[src/rtl/note_recorder.sv]
// Records live keyed notes as (note, octave, duration) byte triples, then writes the length byte at address 0.
// Latency: a triple is written on the 3 cycles after its entry closes; rec_done pulses the cycle after the length write.
// Backpressure: none; the memory write port accepts one byte every cycle, and TICK_CYCLES >= 4 keeps triple writes from overlapping.
module note_recorder #(
  parameter int TICK_CYCLES = 100,
  parameter int ADDR_W      = 10,
  parameter int MAX_ENTRIES = 84
) (
  input  logic              clk,
  input  logic              rst,
  input  logic              rec_start,
  input  logic              rec_stop,
  input  logic [2:0]        note_in,
  input  logic [2:0]        octave_in,
  output logic              wr_en,
  output logic [ADDR_W-1:0] wr_addr,
  output logic [7:0]        wr_data,
  output logic              recording,
  output logic              full,
  output logic              rec_done
);

  localparam int TICK_W = (TICK_CYCLES > 1) ? $clog2(TICK_CYCLES) : 1;
  localparam logic [TICK_W-1:0] TICK_LAST = TICK_W'(TICK_CYCLES - 1);
  localparam logic [7:0] MAX_LAST = 8'(MAX_ENTRIES - 1);

  typedef enum logic [1:0] {
    IDLE   = 2'd0,
    ARMED  = 2'd1,
    TIMING = 2'd2,
    FINAL  = 2'd3
  } state_t;

  state_t state;
  state_t stateNext;

  // Entry currently being timed
  logic [2:0]        curNote;
  logic [2:0]        curOct;
  logic [TICK_W-1:0] tickCnt;
  logic [7:0]        units;

  // Recording bookkeeping
  logic [7:0]        entryCnt;
  logic [ADDR_W-1:0] baseAddr;
  logic              fullReg;
  logic              recDoneReg;

  // Closed triple waiting to be written; wrPhase 0 = writer idle, 1..3 = byte being written
  logic [2:0]        holdNote;
  logic [2:0]        holdOct;
  logic [7:0]        holdUnits;
  logic [1:0]        wrPhase;

  // Control strobes from the FSM
  logic              doArm;
  logic              doLatch;
  logic              doCount;
  logic              doClose;
  logic              doFull;
  logic              writeLen;
  logic [7:0]        closeUnits;

  // Normalised input: silence always reads as (0, 1); octaves outside 1..3 read as 3
  logic [2:0]        inOct;
  logic              inChanged;
  logic              tickWrap;
  logic [7:0]        lenByte;

  // Coerce the live input and compare it against the entry being timed
  always_comb begin
    inOct = 3'd3;
    if (note_in == 3'd0) begin
      inOct = 3'd1;
    end else if ((octave_in >= 3'd1) && (octave_in <= 3'd3)) begin
      inOct = octave_in;
    end
    inChanged = (note_in != curNote) || (inOct != curOct);
    tickWrap  = (tickCnt == TICK_LAST);
    lenByte   = 8'd1 + entryCnt + entryCnt + entryCnt;
  end

  // State register
  always_ff @(posedge clk) begin
    if (rst) begin
      state <= IDLE;
    end else begin
      state <= stateNext;
    end
  end

  // Next-state logic and per-cycle control strobes
  always_comb begin
    stateNext  = state;
    doArm      = 1'b0;
    doLatch    = 1'b0;
    doCount    = 1'b0;
    doClose    = 1'b0;
    doFull     = 1'b0;
    writeLen   = 1'b0;
    closeUnits = units;
    case (state)
      IDLE: begin
        // A start arriving together with a stop is treated as noise
        if (rec_start && !rec_stop) begin
          doArm     = 1'b1;
          stateNext = ARMED;
        end
      end
      ARMED: begin
        // Leading silence is never recorded
        if (rec_stop) begin
          stateNext = FINAL;
        end else if (note_in != 3'd0) begin
          doLatch   = 1'b1;
          stateNext = TIMING;
        end
      end
      TIMING: begin
        if (rec_stop) begin
          // Stop beats a simultaneous change; a trailing rest is not worth keeping
          stateNext = FINAL;
          doClose   = (units != 8'd0) && (curNote != 3'd0);
        end else if (inChanged) begin
          // Anything held for less than one unit is a glitch and vanishes
          doLatch = 1'b1;
          doClose = (units != 8'd0);
        end else begin
          doCount = 1'b1;
          // The duration byte saturates: emit 255 and keep timing as a fresh entry
          if (tickWrap && (units == 8'd254)) begin
            doClose    = 1'b1;
            closeUnits = 8'd255;
          end
        end
        if (doClose && (entryCnt == MAX_LAST)) begin
          doFull    = 1'b1;
          stateNext = FINAL;
        end
      end
      FINAL: begin
        // Length byte goes out only once the last triple has drained
        if (wrPhase == 2'd0) begin
          writeLen  = 1'b1;
          stateNext = IDLE;
        end
      end
      default: stateNext = IDLE;
    endcase
  end

  // Timing counters, entry bookkeeping and the triple writer
  always_ff @(posedge clk) begin
    if (rst) begin
      curNote    <= 3'd0;
      curOct     <= 3'd0;
      tickCnt    <= '0;
      units      <= 8'd0;
      entryCnt   <= 8'd0;
      baseAddr   <= '0;
      fullReg    <= 1'b0;
      recDoneReg <= 1'b0;
      holdNote   <= 3'd0;
      holdOct    <= 3'd0;
      holdUnits  <= 8'd0;
      wrPhase    <= 2'd0;
    end else begin
      recDoneReg <= writeLen;

      if (doArm) begin
        entryCnt <= 8'd0;
        baseAddr <= ADDR_W'(1);
        fullReg  <= 1'b0;
        curNote  <= 3'd0;
        curOct   <= 3'd0;
        tickCnt  <= '0;
        units    <= 8'd0;
      end

      // The change cycle itself is the first counted cycle of the new entry
      if (doLatch) begin
        curNote <= note_in;
        curOct  <= inOct;
        tickCnt <= TICK_W'(1);
        units   <= 8'd0;
      end else if (doCount) begin
        if (tickWrap) begin
          tickCnt <= '0;
          units   <= (units == 8'd254) ? 8'd0 : units + 8'd1;
        end else begin
          tickCnt <= tickCnt + TICK_W'(1);
        end
      end

      if (doClose) begin
        holdNote  <= curNote;
        holdOct   <= curOct;
        holdUnits <= closeUnits;
        entryCnt  <= entryCnt + 8'd1;
      end

      if (doFull) begin
        fullReg <= 1'b1;
      end

      if (doClose) begin
        wrPhase <= 2'd1;
      end else if (wrPhase == 2'd3) begin
        wrPhase  <= 2'd0;
        baseAddr <= baseAddr + ADDR_W'(3);
      end else if (wrPhase != 2'd0) begin
        wrPhase <= wrPhase + 2'd1;
      end
    end
  end

  // Memory write port; address and data are parked at 0 whenever no byte is written
  always_comb begin
    wr_en   = 1'b0;
    wr_addr = '0;
    wr_data = 8'd0;
    if (writeLen) begin
      wr_en   = 1'b1;
      wr_data = lenByte;
    end else begin
      case (wrPhase)
        2'd1: begin
          wr_en   = 1'b1;
          wr_addr = baseAddr;
          wr_data = {5'd0, holdNote};
        end
        2'd2: begin
          wr_en   = 1'b1;
          wr_addr = baseAddr + ADDR_W'(1);
          wr_data = {5'd0, holdOct};
        end
        2'd3: begin
          wr_en   = 1'b1;
          wr_addr = baseAddr + ADDR_W'(2);
          wr_data = holdUnits;
        end
        default: begin
          wr_en = 1'b0;
        end
      endcase
    end
  end

  assign recording = (state != IDLE);
  assign full      = fullReg;
  assign rec_done  = recDoneReg;

endmodule

[config.mk]
export PLATFORM = sky130hd
export DESIGN_NAME = note_recorder
export DESIGN_NICKNAME = d
export VERILOG_FILES = /design/src/rtl/note_recorder.sv
export SDC_FILE = /design/constraint.sdc
export NUM_CORES = 1
export LEC_CHECK = 0
export BUFFER_PORTS_ARGS = -buffer_cell sky130_fd_sc_hd__buf_2
export CELL_PAD_IN_SITES_DETAIL_PLACEMENT = 1
export CELL_PAD_IN_SITES_GLOBAL_PLACEMENT = 1
export CORE_UTILIZATION = 40
export CTS_CLUSTER_DIAMETER = 80
export CTS_CLUSTER_SIZE = 8
export DETAILED_ROUTE_END_ITERATION = 8
export GPL_ROUTABILITY_DRIVEN = 0
export PLACE_DENSITY = 0.72
export SLEW_MARGIN = 0
export SYNTH_ARGS = -nofsm -noshare
export SYNTH_HDL_FRONTEND = slang
export SYNTH_SLANG_ARGS = --single-unit
[constraint.sdc]
create_clock -name clk -period 2.85 [get_ports clk]
set_input_delay 0 -clock clk [delete_from_list [all_inputs] [get_ports clk]]
set_output_delay 0 -clock clk [all_outputs]
set_load 0.02 [all_outputs]
==> out/summary.md, run 1 <==
Family with the most delay on the worst path: simple AND/OR/NAND/NOR gates. The post-placement cell count was 644. IR analysis of the VDD net gives a maximum drop of 0.0002525 V. Leaving out fill and tap cells, the most frequent cells in the layout are sky130_fd_sc_hd__nand2_1 (57), sky130_fd_sc_hd__a21oi_1 (56), sky130_fd_sc_hd__dfxtp_1 (56). The logs give 0.01069 ns for the post-route clock skew and 0.6234 mW for the net load switching power.

Synthesis produced a netlist with a net count of 537. The number of buffers added on ports works out to 31. On the worst path, the slowest cell contributes a delay of 0.57 ns. The tools report the tightest slew margin relative to the limit as 0.5428. In the final routed layout, each cell accounts on average for 16.89 um.

The sum of overflow across all layers after global routing came out at 0. The tools report the portion of total power attributed to combinational logic as 0.184. In the synthesized netlist the dominant register cell turns out to be sky130_fd_sc_hd__dfxtp_1. In the routed design, unresolved DRC markers number 0. Setup repair after global routing left no endpoint under its margin. The later pin in the worst-skew pair is clocked with a latency of 0.35 ns. Counting the fill cells in the layout gives 1189.

For the final hold violation count, the log shows 0. The static leakage power came out at 1.676 nW. The clock drives 59 sinks. The max-cap violation count was 0; the depth of the most critical reg-to-reg path was 8.

Highest attainable clock frequency: 371.5 MHz. The startpoint identified for the worst hold timing path is octave_in[1]. The run gives 9415 um^2 as the area of the core.

Entering global routing, the biggest net connects 40 pins. The cell at the root of the clock tree is sky130_fd_sc_hd__clkbuf_8. The fraction of layout instances using a drive strength above 1 was 0.1570. The class of the tightest hold or removal check is in2reg.

The worst-case hold path end point is curOct[1]$_SDFFE_PP0P_. The number of clock buffers added by TritonCTS is 9. The tools report the reg-to-reg critical path startpoint as state[1]$_SDFFE_PP0P_. The I/O pin total was 32.

The standard cell with the maximum stage delay on the critical path is sky130_fd_sc_hd__or4_4. Adding up every negative setup slack in the final design gives 0 ns. In the routed layout, each cell is associated on average with a via count of 5.762.

In this run, synthesis inferred 0 flip-flops with an integrated enable. Wires add up to 11.21 mm. The area growth from synthesis to layout is 13.52%. The net total in the final layout is 564. STA classifies the critical path startpoint as a flip-flop. The post-synthesis register bit count was 59. The chip width works out to 101.3 um.

The worst path buffer plus inverter count was 1; the final critical path time including I/O delays and setup was 2.692 ns. The max-slew violation count is 0, and the final-report setup violation count is 0. The run gives 5 as the number of detailed-route iterations in the first pass. For the pin with the worst max-slew slack, the measured transition is 0.6833 ns. The portion of total power attributed to sequential cells was 0.422. For the power share of the clock group, the log shows 0.394. The number of cells in the finished layout apart from fillers was 664; the starting DRC count in detailed routing was 123. The share of flip-flops with an asynchronous set or reset after synthesis works out to 0. The Yosys step of the flow raised 0 warnings. The synthesized netlist occupies a cell area of 3944 um^2. The effective utilization at floorplan was 0.4189; the floorplan row count was 35.

The share of total power consumed by net switching is 0.2964. The critical path goes through ha_1 > nand2b_1 > or4_4 > or3_4 > nand2_2 > buf_4 > mux2i_1 > o21ai_0. The total die area was 10260 um^2.

The worst reg2reg path endpoint is baseAddr[4]$_SDFF_PP0_. The worst register-to-register path has a setup slack of 0.16 ns. The cell-internal power is 1.480 mW, and the die height is 101.3 um. The run finished with clean final reports. The buffer depth of the longest clock path was 2; the required time of the worst setup path was 3.07 ns.

Most common cell after layout, fill and taps aside: sky130_fd_sc_hd__nand2_1. The number of setup buffers added after CTS is 0. The power density over the cells is 469.8 nW/um^2. The run gives 8.165 mm as the final HPWL from detailed placement. Along the worst path, the maximum fanout reaches 13.

Data on the critical path arrives at its endpoint at 2.91 ns. The mean instance size in the synthesized netlist was 7.841 um^2. The share of the clock period used by the worst path is 0.9445, and the overall track demand over capacity in global routing is 0.2298.

For this block, the via count after detailed routing is 3826. The run gives 503 as the count of mapped cells out of synthesis. The count of unique library cells instantiated by Yosys is 68.

The number of antenna diodes in the final layout is 0. The first global-routing pass estimated 18.45 mm of wire. TritonCTS built the clock tree. The run gives 0 as the number of antenna violations at the first check in global routing. In this run the remaining antenna-violating nets after routing total 0.

The worst hold path passes through 5 cells. The H-tree was split into 3 levels. After clock tree synthesis, the clock-pin slew on the worst setup and hold paths is 0.06 ns. The critical path in this run is classified as reg2reg.

STA classifies the critical path endpoint as a flip-flop. The logs give 3703 for the via count of the first global-routing pass and 0.2995 for the register area share after synthesis.
-- state kept, by name, summed over array words and instances, names as in the netlist, 2 cells and up --
signal	flops
units	8
curNote	3
tickCnt	7
wrPhase	2
curOct	3
holdNote	3
holdOct	3
holdUnits	8
entryCnt	8
state	2
baseAddr	10
-- tightest hold or removal path: cells and delay by family --
family	cells	cell delay, ns
AOI/OAI and AO/OA	1	0.11
buffers and inverters	1	0.09
and+or+nand+nor	3	0.27
-- worst max path at each step --
stage | slack (ns) | cells after the start | end | from
floorplan | 0.48 | 9 | wr_data[7] | entryCnt[1]$_SDFFE_PP0P_
global placement | 0.31 | 8 | entryCnt[4]$_SDFFE_PP0P_ | tickCnt[2]$_SDFFE_PP0P_
detailed placement | 0.19 | 8 | entryCnt[2]$_SDFFE_PP0P_ | state[1]$_SDFFE_PP0P_
CTS | 0.005 | 10 | wr_data[7] | entryCnt[0]$_SDFFE_PP0P_
global route | 0.04 | 8 | holdUnits[0]$_SDFFE_PP0P_ | tickCnt[2]$_SDFFE_PP0P_
finish | 0.16 | 8 | baseAddr[4]$_SDFF_PP0_ | state[1]$_SDFFE_PP0P_
-- layer usage --
metal / up-vias / share of wire / GRT usage
met5: - / 0 / 0
met1: 1876 / 0.48 / 0.3060
met4: 0 / 0.012 / 0.07246
li1: 1874 / - / -
met3: 14 / 0.027 / 0.03658
met2: 62 / 0.48 / 0.3810
-- power groups by stage --
stage          registers [mW]  clock network (mW)  logic (mW)
6_report                0.889               0.829       0.386
3_5_place_dp            0.907                   0       0.382
2_1_floorplan           0.898                   0       0.273
4_1_cts                 0.888               0.856       0.389
5_1_grt                 0.892               0.898       0.427
3_3_place_gp            0.904                   0       0.369
-- logic make-up (layout without fill, tap and decap cells) --
logic type / count (synthesis) / after routing / synth area share
fa+ha+maj: 24 / 24 / 0.07805
xor+xnor: 19 / 19 / 0.04220
compound gates: 133 / 133 / 0.2180
simple gates: 212 / 212 / 0.2893
buf+inv: 49 / 81 / 0.05456
mux: 7 / 7 / 0.01840
flops: 59 / 59 / 0.2995
-- stage by stage --
step / area (um^2) / hold slack (ns) / worst slack, ns / util / total power, mW
finish: 4477 / 0.1687 / 0.1581 / 0.4755 / 2.103
global route: 4477 / 0.1659 / 0.03649 / 0.4755 / 2.217
CTS: 4459 / 0.1497 / 0.004835 / 0.4736 / 2.134
detailed placement: 4207 / 0.3033 / 0.1926 / 0.4468 / 1.289
global placement: 4207 / 0.3015 / 0.3135 / 0.4468 / 1.273
floorplan: 3944 / 0.1360 / 0.4844 / - / 1.171
-- cell usage after synthesis, types with 3 or more instances --
cell type | count | area, um^2
sky130_fd_sc_hd__dfxtp_1 | 59 | 1181
sky130_fd_sc_hd__a21oi_1 | 57 | 285.3
sky130_fd_sc_hd__nand2_1 | 57 | 214.0
sky130_fd_sc_hd__nor2_1 | 30 | 112.6
sky130_fd_sc_hd__clkbuf_1 | 26 | 97.59
sky130_fd_sc_hd__nand3_1 | 26 | 130.1
sky130_fd_sc_hd__ha_1 | 23 | 287.8
sky130_fd_sc_hd__o21ai_0 | 22 | 110.1
sky130_fd_sc_hd__inv_1 | 17 | 63.81
sky130_fd_sc_hd__and3_1 | 14 | 87.58
sky130_fd_sc_hd__nand2b_1 | 13 | 81.33
sky130_fd_sc_hd__xor2_1 | 12 | 105.1
sky130_fd_sc_hd__nor3_1 | 11 | 55.05
sky130_fd_sc_hd__nand3b_1 | 8 | 60.06
sky130_fd_sc_hd__a311oi_1 | 7 | 61.31
sky130_fd_sc_hd__nor4_1 | 7 | 43.79
sky130_fd_sc_hd__xnor2_1 | 7 | 61.31
sky130_fd_sc_hd__a31oi_1 | 6 | 37.54
sky130_fd_sc_hd__nand4_1 | 6 | 37.54
sky130_fd_sc_hd__or2_2 | 6 | 37.54
sky130_fd_sc_hd__mux2i_1 | 5 | 50.05
sky130_fd_sc_hd__nor2b_1 | 5 | 31.28
sky130_fd_sc_hd__or3_1 | 5 | 31.28
sky130_fd_sc_hd__buf_6 | 4 | 45.04
sky130_fd_sc_hd__or3b_1 | 4 | 35.03
sky130_fd_sc_hd__a211oi_1 | 3 | 22.52
sky130_fd_sc_hd__a221oi_1 | 3 | 26.28
sky130_fd_sc_hd__a222oi_1 | 3 | 30.03
sky130_fd_sc_hd__nand4b_1 | 3 | 26.28
sky130_fd_sc_hd__o21a_1 | 3 | 22.52
sky130_fd_sc_hd__or4_1 | 3 | 22.52
-- timing repair --
| item | 4_1_cts | 5_1_grt |
|---|---|---|
| hold buffers | 4 | 0 |
| setup endpoints to repair | 2 | 2 |
| hold endpoints to repair | 4 | 0 |
| gates resized for setup | 2 | 5 |
| cloned | 0 | 0 |
-- cell type report --
type / instances / area [um^2] / area share
multi-input combinational: 395 / 2565 / 0.5729
sequential: 59 / 1185 / 0.2647
timing repair buffer: 48 / 292.8 / 0.06540
tap: 129 / 161.4 / 0.03605
clock buffer: 11 / 131.4 / 0.02935
clock inverter: 5 / 77.57 / 0.01733
inverter: 17 / 63.81 / 0.01425
(Power assumes the default switching activity.)
==> run 2: changes to the inputs <==
Settings changed: CORE_UTILIZATION 40 to 35, PLACE_DENSITY 0.72 to 0.64.
==> out/summary.md, run 2 (synthesized netlist as in run 1, its figures left out) <==
The highest net fanout along the worst path is 13 (unchanged). The min-delay analysis places its worst path in the category in2reg. The number of diodes added for antenna fixing was 0 (unchanged).

The run gives 0 (unchanged) as the number of antenna violations at the first check in global routing. Clock tree synthesis selected as its root buffer the cell sky130_fd_sc_hd__clkbuf_8. The highest ir drop seen on vdd was 0.0002624 V (+3.9%); the number of buffers added on ports was 31 (unchanged). The count of H-tree levels built during CTS was 3 (unchanged); the number of flip-flops in the largest register was 10 (unchanged). The chip width is 108.2 um (+6.8%).

Arrival time reported for the critical path endpoint: 2.91 ns (about the same). Setup repair after global routing left no endpoint under its margin. The total via count in the routed design came out at 3756 (-1.8%).

The static leakage power was 1.684 nW (+0.44%); the buffer depth of the longest clock path was 2 (unchanged). Walking the worst path, the cells encountered are nor4b_2 > nand3_2 > or4_4 > or3_4 > nand2_2 > buf_4 > a21oi_1 > a311oi_1. The critical path endpoint category was a flip-flop. Family with the most delay on the worst path: simple AND/OR/NAND/NOR gates. Relative to the synthesized area, the layout overhead comes to 14.53%.

The number of detailed-route iterations in the first pass was 6 (+1). The CTS buffer count was 9 (unchanged). Clock transition at the registers of the reported paths: 0.07 ns (about the same). The max-slew violation count was 0 (unchanged); the required time of the worst setup path was 3.11 ns (+0.04 ns). The highest attainable clock frequency is 376.9 MHz (+1.5%). For the latest clock arrival within the worst-skew pair, the log shows 0.35 ns (about the same). The setup TNS after final layout was 0 ns (unchanged); the worst path buffer plus inverter count was 1 (unchanged).

The tools report the overall track demand over capacity in global routing as 0.2055 (-0.02424). The flow ran to the end, and the final reports show no timing, DRC or antenna violations. Post-route clock skew: 0.008875 ns (-0.001820 ns). The overall power is 2.254 mW (+7.2%). The path type of the worst setup path is reg2reg. Number of inserted filler cells in the final layout: 1336 (+12%).

The tools report the final HPWL from detailed placement as 8.372 mm (+2.5%). The tools report the number of nets still failing antenna checks after routing as 0 (unchanged). The final critical path time including I/O delays and setup was 2.653 ns (-0.03899 ns); the I/O pin total was 32 (unchanged). The sum of overflow across all layers after global routing is 0 (unchanged). The tools report the via count of the first global-routing pass as 3722 (+0.51%). The area of the core came out at 10890 um^2 (+16%).

The standard cell with the maximum stage delay on the critical path is sky130_fd_sc_hd__or4_4. Number of remaining DRC errors: 0 (unchanged). The wire length reported by the detailed router is 11.39 mm (+1.6%), and the fraction of layout instances using a drive strength above 1 is 0.1579 (+0.0008854). The average routed wire per standard cell was 16.95 um (+0.39%).

The final setup slack of the worst path was 0.1971 ns (+0.03899 ns); the share of the clock period used by the worst path was 0.9308 (-0.01368). The transition time of the tightest slew-check pin came out at 0.6305 ns (-0.05280 ns). The total die area was 11700 um^2 (+14%); the maximum single-stage delay on the critical path was 0.55 ns (-0.02 ns). The final-report setup violation count came out at 0 (unchanged). The run gives 146 (+19%) as the starting DRC count in detailed routing.

The die height was 108.2 um (+6.8%). TritonCTS built the clock tree. The floorplan row count was 38 (+8.6%). The logs give 33 (-18%) for the maximum number of pins on one net before global-route repair and 0.2032 ns (+0.01067 ns) for the post-place setup slack. Via density per instance: 5.589 (-3.0%).

Net total in the final layout: 562 (-0.35%). Counting flops per register, the top entry is baseAddr. The tightest slew margin relative to the limit is 0.5782 (+0.03546), and the max-cap violation count is 0 (unchanged).

The library cells used most frequently in the layout, excluding fill and tap cells, are sky130_fd_sc_hd__nand2_1 (57), sky130_fd_sc_hd__a21oi_1 (57), sky130_fd_sc_hd__dfxtp_1 (56). The first-pass GRT wire length is 18.69 mm (+1.3%), and the final hold violation count is 0 (unchanged). For the count of clock tree sinks, the log shows 59 (unchanged).

STA classifies the critical path startpoint as a flip-flop. The power density over the cells was 499.0 nW/um^2 (+6.2%); the effective utilization at floorplan was 0.3622 (-0.05665).
run 2: cell types whose count changed in the layout (fill, tap and decap cells not counted):
cell | before | now
sky130_fd_sc_hd__clkbuf_8 | 9 | 11
sky130_fd_sc_hd__buf_4 | 13 | 12
sky130_fd_sc_hd__xor2_2 | 0 | 1
sky130_fd_sc_hd__clkbuf_1 | 2 | 0
sky130_fd_sc_hd__dlygate4sd3_1 | 4 | 3
sky130_fd_sc_hd__a21oi_1 | 56 | 57
sky130_fd_sc_hd__xor2_1 | 12 | 11
sky130_fd_sc_hd__clkinv_2 | 2 | 0
sky130_fd_sc_hd__a21oi_2 | 1 | 0
sky130_fd_sc_hd__bufinv_16 | 2 | 3
run 2: area by class of cell:
type | instances | area, um^2 | area share
inverter | 17 | 63.81 | 0.01413
multi-input combinational | 395 | 2569 | 0.5687
clock inverter | 4 | 97.59 | 0.02161
tap | 140 | 175.2 | 0.03878
clock buffer | 11 | 151.4 | 0.03352
timing repair buffer | 46 | 275.3 | 0.06094
sequential | 59 | 1185 | 0.2623
run 2: path summary, 6_finish.rpt:
check | slack (ns) | start | to | cells past startpoint
setup / recovery | 0.20 | tickCnt[2]$_SDFFE_PP0P_ | entryCnt[4]$_SDFFE_PP0P_ | 8
hold reg to reg | 0.46 | holdUnits[4]$_SDFFE_PP0P_ | holdUnits[4]$_SDFFE_PP0P_ | 2
hold / removal | 0.13 | octave_in[1] | curOct[1]$_SDFFE_PP0P_ | 5
setup reg to reg | 0.20 | tickCnt[2]$_SDFFE_PP0P_ | entryCnt[4]$_SDFFE_PP0P_ | 8
run 2: worst reg2reg max path, cell delays in order (launching register included):
cell	delay (ns)
sky130_fd_sc_hd__dfxtp_1	0.36
sky130_fd_sc_hd__nor4b_2	0.33
sky130_fd_sc_hd__nand3_2	0.18
sky130_fd_sc_hd__or4_4	0.55
sky130_fd_sc_hd__or3_4	0.36
sky130_fd_sc_hd__nand2_2	0.22
sky130_fd_sc_hd__buf_4	0.24
sky130_fd_sc_hd__a21oi_1	0.09
sky130_fd_sc_hd__a311oi_1	0.25
run 2: what timing repair did:
item,in CTS,in global routing
endpoints found under the hold margin,3,0
hold buffers,3,0
setup endpoints to repair,2,2
buffers inserted,0,0
resized for setup,3,4
run 2: through the flow:
step / cells / area, um^2 / hold slack, ns / utilization
2_1_floorplan: 503 / 3944 / 0.1360 / -
3_3_place_gp: 654 / 4213 / 0.2890 / 0.3869
3_5_place_dp: 654 / 4213 / 0.2992 / 0.3869
4_1_cts: 672 / 4497 / 0.1220 / 0.4130
5_1_grt: 672 / 4517 / 0.1881 / 0.4148
6_report: 672 / 4517 / 0.1264 / 0.4148
run 2: where the power goes:
part	leakage [nW]	total, mW	internal [mW]	switching, mW
Clock	0.122	0.976	0.624	0.352
Sequential	0.477	0.890	0.853	0.0369
Combinational	1.08	0.388	0.138	0.250
Total	1.68	2.25	1.62	0.639
run 2: per-layer routing:
layer | track usage | vias to the layer above | wire [um]
li1 | - | 1876 | -
met1 | 0.2686 | 1819 | 5713
met2 | 0.3430 | 51 | 5317
met3 | 0.03496 | 10 | 243
met4 | 0.06360 | 0 | 118
met5 | 0 | - | 0
==> run 3: changes to the inputs <==
Clock period 2.85 ns to 2.8 ns, I/O delays scaled along.
==> out/summary.md, run 3 (synthesized netlist as in run 1, its figures left out) <==
The class of the tightest hold or removal check was in2reg. The run gives 0 ns (unchanged) as the setup TNS after final layout. The flow ran to the end, and the final reports show no timing, DRC or antenna violations.

The final setup slack of the worst path came out at 0.1690 ns (-0.02810 ns). The overall track demand over capacity in global routing is 0.2066 (+0.001053). The logs give 0 (unchanged) for the max-slew violation count and 10890 um^2 (unchanged) for the area of the core.

Worst min-delay path startpoint: rst. The endpoint identified for the worst register-to-register timing path is entryCnt[2]$_SDFFE_PP0P_. Share of the clock period used by the worst path: 0.9396 (+0.008801). The number of buffers added on ports was 31 (unchanged); the static leakage power was 1.650 nW (-2.0%).

The total via count in the routed design came out at 3784 (+0.75%). STA classifies the critical path startpoint as a flip-flop. The post-CTS setup repair buffer count was 0 (unchanged); the post-place setup slack was 0.1308 ns (-0.07249 ns).

Count of clock tree sinks: 59 (unchanged). TritonCTS built the clock tree. The top cell types in the final layout, fill and taps aside, are sky130_fd_sc_hd__nand2_1 (57), sky130_fd_sc_hd__a21oi_1 (56), sky130_fd_sc_hd__dfxtp_1 (56). The most flop-heavy register was baseAddr. Most common cell after layout, fill and taps aside: sky130_fd_sc_hd__nand2_1.

The highest ir drop seen on vdd came out at 0.0002125 V (-19%). The chip width is 108.2 um (unchanged), and the number of cells in the finished layout apart from fillers is 674 (+0.30%). The final hold violation count is 0 (unchanged). Number of flip-flops in the largest register: 10 (unchanged).

The highest attainable clock frequency was 380.1 MHz (+0.83%). For the arrival time reported for the critical path endpoint, the log shows 2.88 ns (-0.03 ns). The highest net fanout along the worst path came out at 13 (unchanged). Final core utilization: 0.4100 (-0.004826). The cell at the root of the clock tree was sky130_fd_sc_hd__clkbuf_8. The met3 track utilization from global routing came out at 0.02712 (-0.007836).

The post-route clock skew was 0.007209 ns (-0.001666 ns); the reg2reg setup slack was 0.17 ns (-0.03 ns). The transition time of the tightest slew-check pin is 0.6380 ns (+0.007486 ns). The maximum number of pins on one net before global-route repair is 29 (-12%). The path type of the worst setup path is reg2reg.

The final HPWL from detailed placement came out at 8.309 mm (-0.75%). Number of antenna violations at the first check in global routing: 0 (unchanged). The run gives 4 (-2) as the number of detailed-route iterations in the first pass. The effective utilization at floorplan was 0.3622 (unchanged).

The latest clock arrival within the worst-skew pair is 0.35 ns (about the same). The fraction of layout instances using a drive strength above 1 is 0.1573 (-0.0005914), and the met2 global-route usage is 0.3339 (-0.009099). The tools report the reg-to-reg critical path startpoint as state[0]$_SDFFE_PP0P_. The final critical path time including I/O delays and setup works out to 2.631 ns (-0.02190 ns).

The clock transition at the registers of the reported paths was 0.07 ns (about the same); the number of diodes added for antenna fixing was 0 (unchanged). The cell count of the worst hold path works out to 2 (-3). The via count of the first global-routing pass was 3839 (+3.1%).

The number of remaining DRC errors was 0 (unchanged). The via density per instance was 5.614 (+0.45%). The global routing stage identified its most utilized layer as met2. The critical path endpoint category is a flip-flop. The global-route track usage on met1 is 0.2736 (+0.005006), and the die height is 108.2 um (unchanged). For hold timing, the worst endpoint is full$_SDFFE_PP0P_. For the wire length reported by the detailed router, the log shows 11.45 mm (+0.51%).

The net total in the final layout is 563 (+0.18%). The total die area was 11700 um^2 (unchanged); the required time of the worst setup path was 3.05 ns (-0.06 ns). Setup repair after global routing left no endpoint under its margin. The post-placement cell count is 655 (+0.15%), and the first-pass GRT wire length is 18.91 mm (+1.2%).

The final-report setup violation count is 0 (unchanged), and the buffer depth of the longest clock path is 2 (unchanged). The I/O pin total is 32 (unchanged). The CTS buffer count was 9 (unchanged). The average routed wire per standard cell was 16.99 um (+0.21%). The depth of the most critical reg-to-reg path was 9 (+1).

Floorplan row count: 38 (unchanged). The count of H-tree levels built during CTS came out at 3 (unchanged). The max-cap violation count is 0 (unchanged), and the tightest slew margin relative to the limit is 0.5731 (-0.005137). Number of nets still failing antenna checks after routing: 0 (unchanged). The sum of overflow across all layers after global routing came out at 0 (unchanged). The layout overhead on the synthesized area is 13.20%. The power density over the cells works out to 454.9 nW/um^2 (-8.8%). The starting DRC count in detailed routing was 129 (-12%).
[run 3: cell count changes in the layout (fill, tap and decap cells not counted), sizes merged]
cell	previous run	this run
buf	43	44
bufinv	3	0
clkbuf	11	13
clkinvlp	1	3
[run 3: area by class of cell]
class                   instances  area, um^2
fillers                      1358        6424
multi-input cells             395        2576
flip-flops and latches         59        1185
repair buffers                 47       282.8
well taps                     140       175.2
clock buffers                  13       158.9
inverters                      17       63.81
clock inverters                 3       22.52
[run 3: worst max-delay path by stage]
stage	startpoint	to	slack [ns]	cells past startpoint
2_1_floorplan	entryCnt[1]$_SDFFE_PP0P_	wr_data[7]	0.43	9
3_3_place_gp	tickCnt[2]$_SDFFE_PP0P_	entryCnt[4]$_SDFFE_PP0P_	0.26	8
3_5_place_dp	state[0]$_SDFFE_PP0P_	baseAddr[4]$_SDFF_PP0_	0.13	9
4_1_cts	entryCnt[1]$_SDFFE_PP0P_	wr_data[7]	0.02	10
5_1_grt	entryCnt[0]$_SDFFE_PP0P_	wr_data[7]	0.0003	10
6_report	state[0]$_SDFFE_PP0P_	entryCnt[2]$_SDFFE_PP0P_	0.17	9
[run 3: layer usage]
layer  routed length (um)  share of wire
met5                    0              0
met1                 5798           0.51
met2                 5204           0.45
met3                  229          0.020
met4                  218          0.019
[run 3: power breakdown]
group	switching [mW]	leakage, nW	internal (mW)
Combinational	0.260	1.09	0.138
Clock	0.356	0.0819	0.370
Sequential	0.0376	0.477	0.869
Total	0.654	1.65	1.38
[run 3: timing repair]
item | in CTS | in global routing
endpoints found under the setup margin | 2 | 6
hold endpoints to repair | 3 | 0
hold buffers | 3 | 0
gates resized for setup | 2 | 6
[run 3: critical path, cell delays in order, from the launching register on]
cell and delay, ns:
sky130_fd_sc_hd__dfxtp_1 0.35, sky130_fd_sc_hd__inv_1 0.13, sky130_fd_sc_hd__ha_1 0.26, sky130_fd_sc_hd__nand2b_1 0.14
sky130_fd_sc_hd__or4_4 0.56, sky130_fd_sc_hd__or3_4 0.37, sky130_fd_sc_hd__nand2_4 0.16, sky130_fd_sc_hd__buf_4 0.22
sky130_fd_sc_hd__a21oi_1 0.10, sky130_fd_sc_hd__a311oi_1 0.24
[run 3: per-stage QoR]
stage / hold slack (ns) / power [mW] / instance area, um^2
6_report: 0.1184 / 2.031 / 4464
5_1_grt: 0.1592 / 2.131 / 4464
4_1_cts: 0.1076 / 2.054 / 4436
3_5_place_dp: 0.3009 / 1.320 / 4220
3_3_place_gp: 0.2923 / 1.303 / 4220
2_1_floorplan: 0.1360 / 1.192 / 3944
